===== src/rtl/orion_types.sv =====
// Shared decode-stage types: opcode map, decoded-instruction register layout,
// forwarding-source bundle.
package orion_types;

   localparam int XLEN_DEFAULT      = 32;
   localparam int NREG_BITS_DEFAULT = 5;
   localparam int NUM_FWD_DEFAULT   = 2;

   localparam logic [6:0] OP_LUI    = 7'b0110111;
   localparam logic [6:0] OP_AUIPC  = 7'b0010111;
   localparam logic [6:0] OP_JAL    = 7'b1101111;
   localparam logic [6:0] OP_JALR   = 7'b1100111;
   localparam logic [6:0] OP_BRANCH = 7'b1100011;
   localparam logic [6:0] OP_LOAD   = 7'b0000011;
   localparam logic [6:0] OP_STORE  = 7'b0100011;
   localparam logic [6:0] OP_OP_IMM = 7'b0010011;
   localparam logic [6:0] OP_OP_REG = 7'b0110011;
   localparam logic [6:0] OP_FENCE  = 7'b0001111;
   localparam logic [6:0] OP_SYSTEM = 7'b1110011;

   typedef enum logic [3:0] {
      OPC_NONE, OPC_LUI, OPC_AUIPC, OPC_JAL, OPC_JALR, OPC_BRANCH,
      OPC_LOAD, OPC_STORE, OPC_OP_IMM, OPC_OP_REG, OPC_FENCE, OPC_SYSTEM
   } op_class_t;

   typedef struct packed {
      logic [XLEN_DEFAULT-1:0]      pc;
      logic [XLEN_DEFAULT-1:0]      rs1_v;
      logic [XLEN_DEFAULT-1:0]      rs2_v;
      logic [XLEN_DEFAULT-1:0]      imm;
      logic [NREG_BITS_DEFAULT-1:0] rd_s;
      logic [NREG_BITS_DEFAULT-1:0] rs1_s;
      logic [NREG_BITS_DEFAULT-1:0] rs2_s;
      logic [2:0]                   funct3;
      logic                         alt;
      op_class_t                    op;
      logic                         rd_we;
      logic                         is_load;
      logic                         is_store;
      logic                         illegal;
   } id_ex_t;

   typedef struct packed {
      logic                         valid;
      logic                         rd_we;
      logic [NREG_BITS_DEFAULT-1:0] rd_s;
      logic [XLEN_DEFAULT-1:0]      rd_v;
      logic                         pending;
   } fwd_src_t;

endpackage


===== src/rtl/instr_decoder.sv =====
// Combinational RV32I decoder: instruction word to id_ex_t control fields
// plus operand-use flags. Operand values and pc are left zero for the caller.
module instr_decoder
   import orion_types::*;
(
   input  logic [31:0] instr,
   output id_ex_t      ctl,
   output logic        uses_rs1,
   output logic        uses_rs2
);

   logic [2:0]  f3;
   logic [31:0] imm_i, imm_s, imm_b, imm_u, imm_j;
   logic        bad, writes;

   assign f3    = instr[14:12];
   assign imm_i = {{20{instr[31]}}, instr[31:20]};
   assign imm_s = {{20{instr[31]}}, instr[31:25], instr[11:7]};
   assign imm_b = {{20{instr[31]}}, instr[7], instr[30:25], instr[11:8], 1'b0};
   assign imm_u = {instr[31:12], 12'b0};
   assign imm_j = {{12{instr[31]}}, instr[19:12], instr[20], instr[30:21], 1'b0};

   always_comb begin
      ctl        = '0;
      ctl.rd_s   = instr[11:7];
      ctl.rs1_s  = instr[19:15];
      ctl.rs2_s  = instr[24:20];
      ctl.funct3 = f3;
      uses_rs1   = 1'b0;
      uses_rs2   = 1'b0;
      bad        = 1'b0;
      writes     = 1'b0;
      case (instr[6:0])
         OP_LUI:    begin ctl.op = OPC_LUI;   ctl.imm = imm_u; writes = 1'b1; end
         OP_AUIPC:  begin ctl.op = OPC_AUIPC; ctl.imm = imm_u; writes = 1'b1; end
         OP_JAL:    begin ctl.op = OPC_JAL;   ctl.imm = imm_j; writes = 1'b1; end
         OP_JALR: begin
            ctl.op = OPC_JALR; ctl.imm = imm_i; writes = 1'b1; uses_rs1 = 1'b1;
            bad = (f3 != 3'b000);
         end
         OP_BRANCH: begin
            ctl.op = OPC_BRANCH; ctl.imm = imm_b; uses_rs1 = 1'b1; uses_rs2 = 1'b1;
            bad = (f3[2:1] == 2'b01);
         end
         OP_LOAD: begin
            ctl.op = OPC_LOAD; ctl.imm = imm_i; writes = 1'b1; uses_rs1 = 1'b1;
            bad = (f3 == 3'b011) | (f3[2:1] == 2'b11);
         end
         OP_STORE: begin
            ctl.op = OPC_STORE; ctl.imm = imm_s; uses_rs1 = 1'b1; uses_rs2 = 1'b1;
            bad = (f3 > 3'b010);
         end
         OP_OP_IMM: begin
            ctl.op = OPC_OP_IMM; ctl.imm = imm_i; writes = 1'b1; uses_rs1 = 1'b1;
            ctl.alt = (f3 == 3'b101) & instr[30];
         end
         OP_OP_REG: begin
            ctl.op = OPC_OP_REG; writes = 1'b1; uses_rs1 = 1'b1; uses_rs2 = 1'b1;
            ctl.alt = instr[30];
         end
         // Only plain FENCE and ECALL/EBREAK belong to the base set.
         OP_FENCE:  begin ctl.op = OPC_FENCE;  ctl.imm = imm_i; bad = (f3 != 3'b000); end
         OP_SYSTEM: begin ctl.op = OPC_SYSTEM; ctl.imm = imm_i; bad = (f3 != 3'b000); end
         default:   bad = 1'b1;
      endcase
      ctl.illegal  = bad;
      ctl.rd_we    = writes & ~bad;
      ctl.is_load  = (ctl.op == OPC_LOAD)  & ~bad;
      ctl.is_store = (ctl.op == OPC_STORE) & ~bad;
   end

endmodule


===== src/rtl/decode_pipe.sv =====
// Registered RV32I decode stage: operand forwarding, load-use stall, flush.
// Optional DECODE_PERF_CNT_EN adds stall/bubble performance counters.
module decode_pipe
   import orion_types::*;
#(
   parameter int XLEN      = XLEN_DEFAULT,
   parameter int NUM_FWD   = NUM_FWD_DEFAULT,
   parameter int NREG_BITS = NREG_BITS_DEFAULT
)(
   input  logic                         clk_i,
   input  logic                         rst_i,
   input  logic                         flush_i,
   input  logic                         if_valid_i,
   output logic                         if_ready_o,
   input  logic [31:0]                  if_instr_i,
   input  logic [XLEN-1:0]              if_pc_i,
   output logic [NREG_BITS-1:0]         rf_rs1_s_o,
   output logic [NREG_BITS-1:0]         rf_rs2_s_o,
   input  logic [XLEN-1:0]              rf_rs1_v_i,
   input  logic [XLEN-1:0]              rf_rs2_v_i,
   input  logic [NUM_FWD-1:0]           fwd_valid_i,
   input  logic [NUM_FWD-1:0]           fwd_rd_we_i,
   input  logic [NUM_FWD*NREG_BITS-1:0] fwd_rd_s_i,
   input  logic [NUM_FWD*XLEN-1:0]      fwd_rd_v_i,
   input  logic [NUM_FWD-1:0]           fwd_pending_i,
   output logic [$bits(id_ex_t)-1:0]    id_ex_o,
   output logic                         id_valid_o,
   input  logic                         ex_ready_i
`ifdef DECODE_PERF_CNT_EN
  ,output logic [31:0]                  stall_cnt_o,
   output logic [31:0]                  bubble_cnt_o
`endif
);

   id_ex_t                      dec, nxt, id_ex_q;
   logic                        uses_rs1, uses_rs2;
   logic [1:0][NREG_BITS-1:0]   rs_s;
   logic [1:0][XLEN-1:0]        rf_v, op_v;
   logic [1:0]                  op_pend;
   logic                        adv, hz, load;

   instr_decoder u_dec (
      .instr    (if_instr_i),
      .ctl      (dec),
      .uses_rs1 (uses_rs1),
      .uses_rs2 (uses_rs2)
   );

   assign rs_s[0]    = if_instr_i[15 +: NREG_BITS];
   assign rs_s[1]    = if_instr_i[20 +: NREG_BITS];
   assign rf_v[0]    = rf_rs1_v_i;
   assign rf_v[1]    = rf_rs2_v_i;
   assign rf_rs1_s_o = rs_s[0];
   assign rf_rs2_s_o = rs_s[1];

   // Scan oldest to youngest so the youngest match overwrites; x0 overrides all.
   always_comb begin
      op_v    = rf_v;
      op_pend = '0;
      for (int r = 0; r < 2; r++) begin
         for (int k = NUM_FWD-1; k >= 0; k--) begin
            if (fwd_valid_i[k] && fwd_rd_we_i[k] &&
                rs_s[r] == fwd_rd_s_i[k*NREG_BITS +: NREG_BITS]) begin
               op_v[r]    = fwd_rd_v_i[k*XLEN +: XLEN];
               op_pend[r] = fwd_pending_i[k];
            end
         end
         if (rs_s[r] == '0) begin
            op_v[r]    = '0;
            op_pend[r] = 1'b0;
         end
      end
   end

   assign adv        = ~id_valid_o | ex_ready_i;
   assign hz         = if_valid_i & ((uses_rs1 & op_pend[0]) | (uses_rs2 & op_pend[1]));
   assign load       = if_valid_i & ~hz;
   assign if_ready_o = flush_i | (adv & ~hz);

   always_comb begin
      nxt       = dec;
      nxt.pc    = if_pc_i;
      nxt.rs1_v = op_v[0];
      nxt.rs2_v = op_v[1];
   end

   always_ff @(posedge clk_i or posedge rst_i) begin
      if (rst_i) begin
         id_valid_o <= 1'b0;
         id_ex_q    <= '0;
      end else if (flush_i) begin
         id_valid_o <= 1'b0;
      end else if (adv) begin
         id_valid_o <= load;
         if (load) id_ex_q <= nxt;
      end
   end

   assign id_ex_o = id_ex_q;

`ifdef DECODE_PERF_CNT_EN
   always_ff @(posedge clk_i or posedge rst_i) begin
      if (rst_i) begin
         stall_cnt_o  <= '0;
         bubble_cnt_o <= '0;
      end else begin
         if (hz & adv)                  stall_cnt_o  <= stall_cnt_o + 32'd1;
         if (adv & (flush_i | ~load))   bubble_cnt_o <= bubble_cnt_o + 32'd1;
      end
   end
`endif

endmodule

===== config.mk =====
export PLATFORM = sky130hd
export DESIGN_NAME = decode_pipe
export DESIGN_NICKNAME = d
export VERILOG_FILES = /design/src/rtl/orion_types.sv /design/src/rtl/instr_decoder.sv /design/src/rtl/decode_pipe.sv
export SDC_FILE = /design/constraint.sdc
export NUM_CORES = 1
export LEC_CHECK = 0
export ABC_AREA = 1
export BUFFER_PORTS_ARGS = -buffer_cell sky130_fd_sc_hd__buf_2
export CELL_PAD_IN_SITES_DETAIL_PLACEMENT = 1
export CELL_PAD_IN_SITES_GLOBAL_PLACEMENT = 1
export CORE_MARGIN = 5
export CORE_UTILIZATION = 36
export DETAILED_ROUTE_END_ITERATION = 7
export PLACE_DENSITY_LB_ADDON = 0.15
export SLEW_MARGIN = 15
export SYNTH_ARGS = -nofsm -noshare
export SYNTH_HDL_FRONTEND = slang
export SYNTH_SLANG_ARGS = --single-unit
export TNS_END_PERCENT = 50

===== constraint.sdc =====
create_clock -name clk_i -period 12.9 [get_ports clk_i]
set_input_delay 2.58 -clock clk_i [delete_from_list [all_inputs] [get_ports clk_i]]
set_output_delay 2.58 -clock clk_i [all_outputs]
set_load 0.05 [all_outputs]

Word level (Yosys, flattened, before mapping)
Cells that the tools add are included.
- register bits after elaboration: 156
- input port bits: 213
- output and inout port bits: 167
- word-level logic and storage cells: 93
- magnitude comparators: 1
- equal/unequal tests: 21
- multiplexer cells: 21
- bitwise gates (word level): 17
- reductions and logical operators: 18
- operator list (kind ; count):
    two-way mux 32 bit ; 6
    one-hot mux 32 bit (5 select lines) ; 1
    one-hot mux 4 bit (11 select lines) ; 1
    == test 7 bit, second input constant ; 4
    == test 7 x 6 -> 1 bit, second input constant ; 3
    == test 5 bit ; 4
    == test 7 x 5 -> 1 bit, second input constant ; 2
    two-way mux 1 bit ; 11
    logical NOT 5 bit ; 2
    OR reduction 5 bit ; 2
    bitwise AND 1 bit ; 9
    == test 4 x 3 -> 1 bit, second input constant ; 2
    == test 7 x 2 -> 1 bit, second input constant ; 1
    == test 7 x 4 -> 1 bit, second input constant ; 1
    OR reduction 7 bit ; 1
    logical AND 1 bit ; 6
    OR reduction 3 bit ; 2
    OR reduction 6 bit ; 1
    one-hot mux 1 bit (5 select lines) ; 1
    NOT 1 bit ; 4
    OR 1 bit ; 4
    == test 3 x 2 -> 1 bit, second input constant ; 1
    == test 3 bit, second input constant ; 1
    greater-than comparator 3 x 2 -> 1 bit, second input constant ; 1
    7 further kinds ; 7

Depth between registers and ports, before layout
- depth after elaboration: 12
- gate-level depth with buffers: 14
- mapped depth without buffers: 12

Cells and area by module
From an unflattened synthesis, not the netlist that was laid out.
- cell total of the unflattened synthesis: 1549
- area total of the unflattened synthesis: 10470.0 um2
- modules (own cells, without submodules) (module ; times used ; cells each ; area each (um2) ; seq. area each (um2)):
    decode_pipe ; 1 ; 1257 ; 8743.4 ; 3903.7
    instr_decoder ; 1 ; 292 ; 1726.7 ; 0.0

Least setup slack after synthesis
OpenSTA, ideal clock, no wires.
- path type: in2out
- from: in if_instr_i[23]
- to: out if_ready_o
- arrival time: 4246 ps
- required time: 10320 ps
- path slack: 6074 ps
- cell stages on the path: 9
- buffers on the path: 1
- cells stage by stage: clkbuf_1 -> nor2_1 -> nor2_1 -> nand3_2 -> nor2_1 -> nor2_1 -> nand2_2 -> nand2_1 -> a21oi_1
- longest elaborated chain between the ends: 11
- elaborated cells on any way between the ends: 14
- those cells by class: eq/ne: 2; mux: 3; bitwise: 6; reduce/logical: 3
- ends and longest elaborated chain (element ; line ; RTL):
    start, declared ; decode_pipe.sv:15 ; input logic [31:0] if_instr_i,
    == test 5 bit ; decode_pipe.sv:63 ; rs_s[r] == fwd_rd_s_i[k*NREG_BITS +: NREG_BITS]) begin
    logical AND 1 bit ; decode_pipe.sv:62 ; if (fwd_valid_i[k] && fwd_rd_we_i[k] &&
    two-way mux 1 bit (2 in a row) ; decode_pipe.sv:62 ;
    two-way mux 1 bit (*) ; decode_pipe.sv:68 ; if (rs_s[r] == '0) begin
    bitwise AND 1 bit (*) ; decode_pipe.sv:76 ; assign hz = if_valid_i & ((uses_rs1 & op_pend[0]) | (uses_rs2 & op_pend[1]));
    OR 1 bit (*) ; decode_pipe.sv:76 ;
    bitwise AND 1 bit (*) ; decode_pipe.sv:76 ;
    NOT 1 bit (*) ; decode_pipe.sv:78 ; assign if_ready_o = flush_i | (adv & ~hz);
    bitwise AND 1 bit (*) ; decode_pipe.sv:78 ;
    OR 1 bit (*) ; decode_pipe.sv:78 ;
    end, declared ; decode_pipe.sv:14 ; output logic if_ready_o,
Mark *: on every way between the ends. The rest lies on a longest branch, timed or not.

Worst setup path after layout
- from: in if_instr_i[22]
- to: out if_ready_o
Same word-level chain as after synthesis.

==> results_dict.tcl <==
set metrics [dict create \
    routedWlPerCell_um 20.1 \
    htreeDepth 4 \
    nNetsFinal 1952 \
    fmax_mhz 125 \
    syn_nets 1652 \
    setup_slack_ns 4.88 \
    setup_viol 0 \
    drt_iter0_drc 726 \
    via_count 11200 \
    vias_per_cell 5.35 \
    worstMarginPinSlew_ns 1.14 \
    dpl.cell_count 2054 \
    chipHeight_um 173 \
    synth_area_um2 9610 \
    cts_hold_buffers 0 \
    status "complete, no violations" \
    io_pins 380 \
    power.density_nw_per_um2 135 \
    syn_area_per_cell_um2 6.68 \
    die_w_um 173 \
    place_area_um2 11500 \
    relSlewSlack 0.242 \
    hpwl_um 30100 \
    drive_gt1_frac 0.258 \
    grt_max_degree 112 \
    clock_sinks 156 \
    critPathMaxFanout 72 \
    irDropWorstVdd_mv 0.0751 \
    syn_to_final_growth_pct 26.8 \
    cts_tree "done" \
    clkLatencyLatePin_ns 0.44 \
    final_util 0.465 \
    start_util 0.367 \
    hold_violations 0 \
    port_buffers 379 \
    final_area_um2 12200 \
    reg2regPathDepth 8 \
    die_area_um2 30100 \
    clk_path_buf_depth 2 \
    rsz0062_at_grt "false" \
    stdcell_count 2096 \
    path_clk_slew_ns 0.08 \
    endpoint_kind "primary output" \
    drt_wl_total_um 42200 \
    arrival_ns 5.44 \
    p_leak_nw 7.50 \
    fin_crit_ns 8.02 \
    place_ws_ns 4.91 \
    cts_setup_buffers 0 \
    post_cts_resized 0 \
    ys_ff_latch 156 \
    required_ns 10.32 \
    coreArea_um2 26200 \
    grt_pass1_vias 11800 \
    slew_violations 0 \
    drtAntennaViolNets 0 \
    root_buffer "clkbuf_16" \
    fin_skew_ns 0.0134 \
    synth_warnings 0 \
    grt_use_total 0.272 \
    most-common-layout-cells "nand2_1 (555), buf_2 (379), nand3_1 (177)" \
    fp-row-count 59 \
    path_class "in2out" \
    synth_cell_type_count 25 \
    numCtsBuffers 17 \
    route.detailed.drc 0 \
    firstDrtPassIters 5 \
    gr-total-overflow 0 \
    final_common_cell "nand2_1" \
    antenna_found_initial 13 \
    drv_cap 0 \
    syn_inst 1439 \
    worstHoldPathCells 2 \
    holdCritPathClass "reg2reg" \
    setup-tns-final_ns 0 \
    r2r_setup_slack_ns 9.67 \
    yosysSeqAreaShare 0.406 \
    grt_pass1_wl_um 66000 \
    fin_crit_sh 0.621 \
    crit_path_start_kind "primary input" \
    place_congestion 0.883 \
]
cell type report:
cell class | count | area, µm²
Fill cell | 3524 | 14000
Multi-Input combinational cell | 1021 | 4640
Sequential cell | 156 | 3900
Timing Repair Buffer | 395 | 2040
Inverter | 148 | 561
Clock buffer | 17 | 425
Tap cell | 335 | 419
Clock inverter | 15 | 170
Antenna cell | 9 | 22.5
synthesized netlist by cell type:
cell type,count,area [µm²]
or2_1,1,6.26
o21ai_0,5,25.0
nor3_1,1,5.00
inv_2,8,30.0
buf_4,27,203
nand2_1,555,2080
nor4_4,1,21.3
nand3_1,177,886
buf_1,7,26.3
clkbuf_1,73,274
dfrtp_1,156,3900
o21ai_1,1,5.00
inv_1,140,526
nand3_2,5,50.1
nand2_2,1,6.26
nor2_2,7,43.8
nor2_1,43,161
nand4_1,139,870
buf_2,7,35.0
o211ai_1,1,7.51
o21a_1,5,37.5
a21oi_1,76,380
o22ai_1,1,6.26
a211oi_1,1,7.51
o2111ai_1,1,8.76
through the flow:
stage | power [mW] | hold WS (ns)
floorplan | 0.958 | 0.750
finish | 1.64 | 0.467
detailed placement | 1.12 | 0.453
global route | 1.72 | 0.494
CTS | 1.65 | 0.473
global placement | 1.12 | 0.448
flip-flops by register name, indices dropped and copies added (netlist names):
| name | count |
|---|---|
| id_ex_o | 155 |
| id_valid_o | 1 |
path summary, 6_finish.rpt:
path                           endpoint      startpoint
max                          if_ready_o  if_instr_i[22]
min                        id_ex_o[144]    id_ex_o[144]
max reg2reg                 id_ex_o[17]      id_valid_o
min reg2reg                id_ex_o[144]    id_ex_o[144]
max in group asynchronous   id_ex_o[31]           rst_i
min in group asynchronous  id_ex_o[124]           rst_i
cells by family (layout without fill, tap and decap cells):
| kind of cell | Yosys count | count (layout) | synth area share |
|---|---|---|---|
| AOI/OAI and AO/OA | 91 | 91 | 0.0497 |
| other | 0 | 9 | 0 |
| DFF | 156 | 156 | 0.406 |
| and+or+nand+nor | 930 | 930 | 0.430 |
| buffers and inverters | 262 | 575 | 0.114 |
metal layers:
| layer | track usage | share of wire | vias up |
|---|---|---|---|
| met1 | 0.334 | 0.41 | 5404 |
| met2 | 0.474 | 0.50 | 436 |
| met4 | 0.0961 | 0.029 | 10 |
| met5 | 0 | 0.0013 | - |
| li1 | - | - | 5277 |
| met3 | 0.0543 | 0.064 | 78 |
power breakdown:
group / leakage, nW / switching, mW / total [mW] / internal (mW)
combinational: 5.21 / 0.405 / 0.525 / 0.120
sequential: 1.99 / 0.0383 / 0.589 / 0.551
clock: 0.293 / 0.265 / 0.526 / 0.262
total: 7.50 / 0.708 / 1.64 / 0.933
critical path, cell delays in order:
cell and delay (ns):
buf_2 0.18, inv_2 0.06, nand2_1 0.06, nand2_1 0.08
nor2_2 0.12, buf_4 0.34, nand3_2 0.67, o21ai_1 0.40
nand2_2 0.08, buf_4 0.37, nand2_1 0.17, a21oi_1 0.07
buf_2 0.21
No activity file was read; power rests on OpenSTA's default activity.
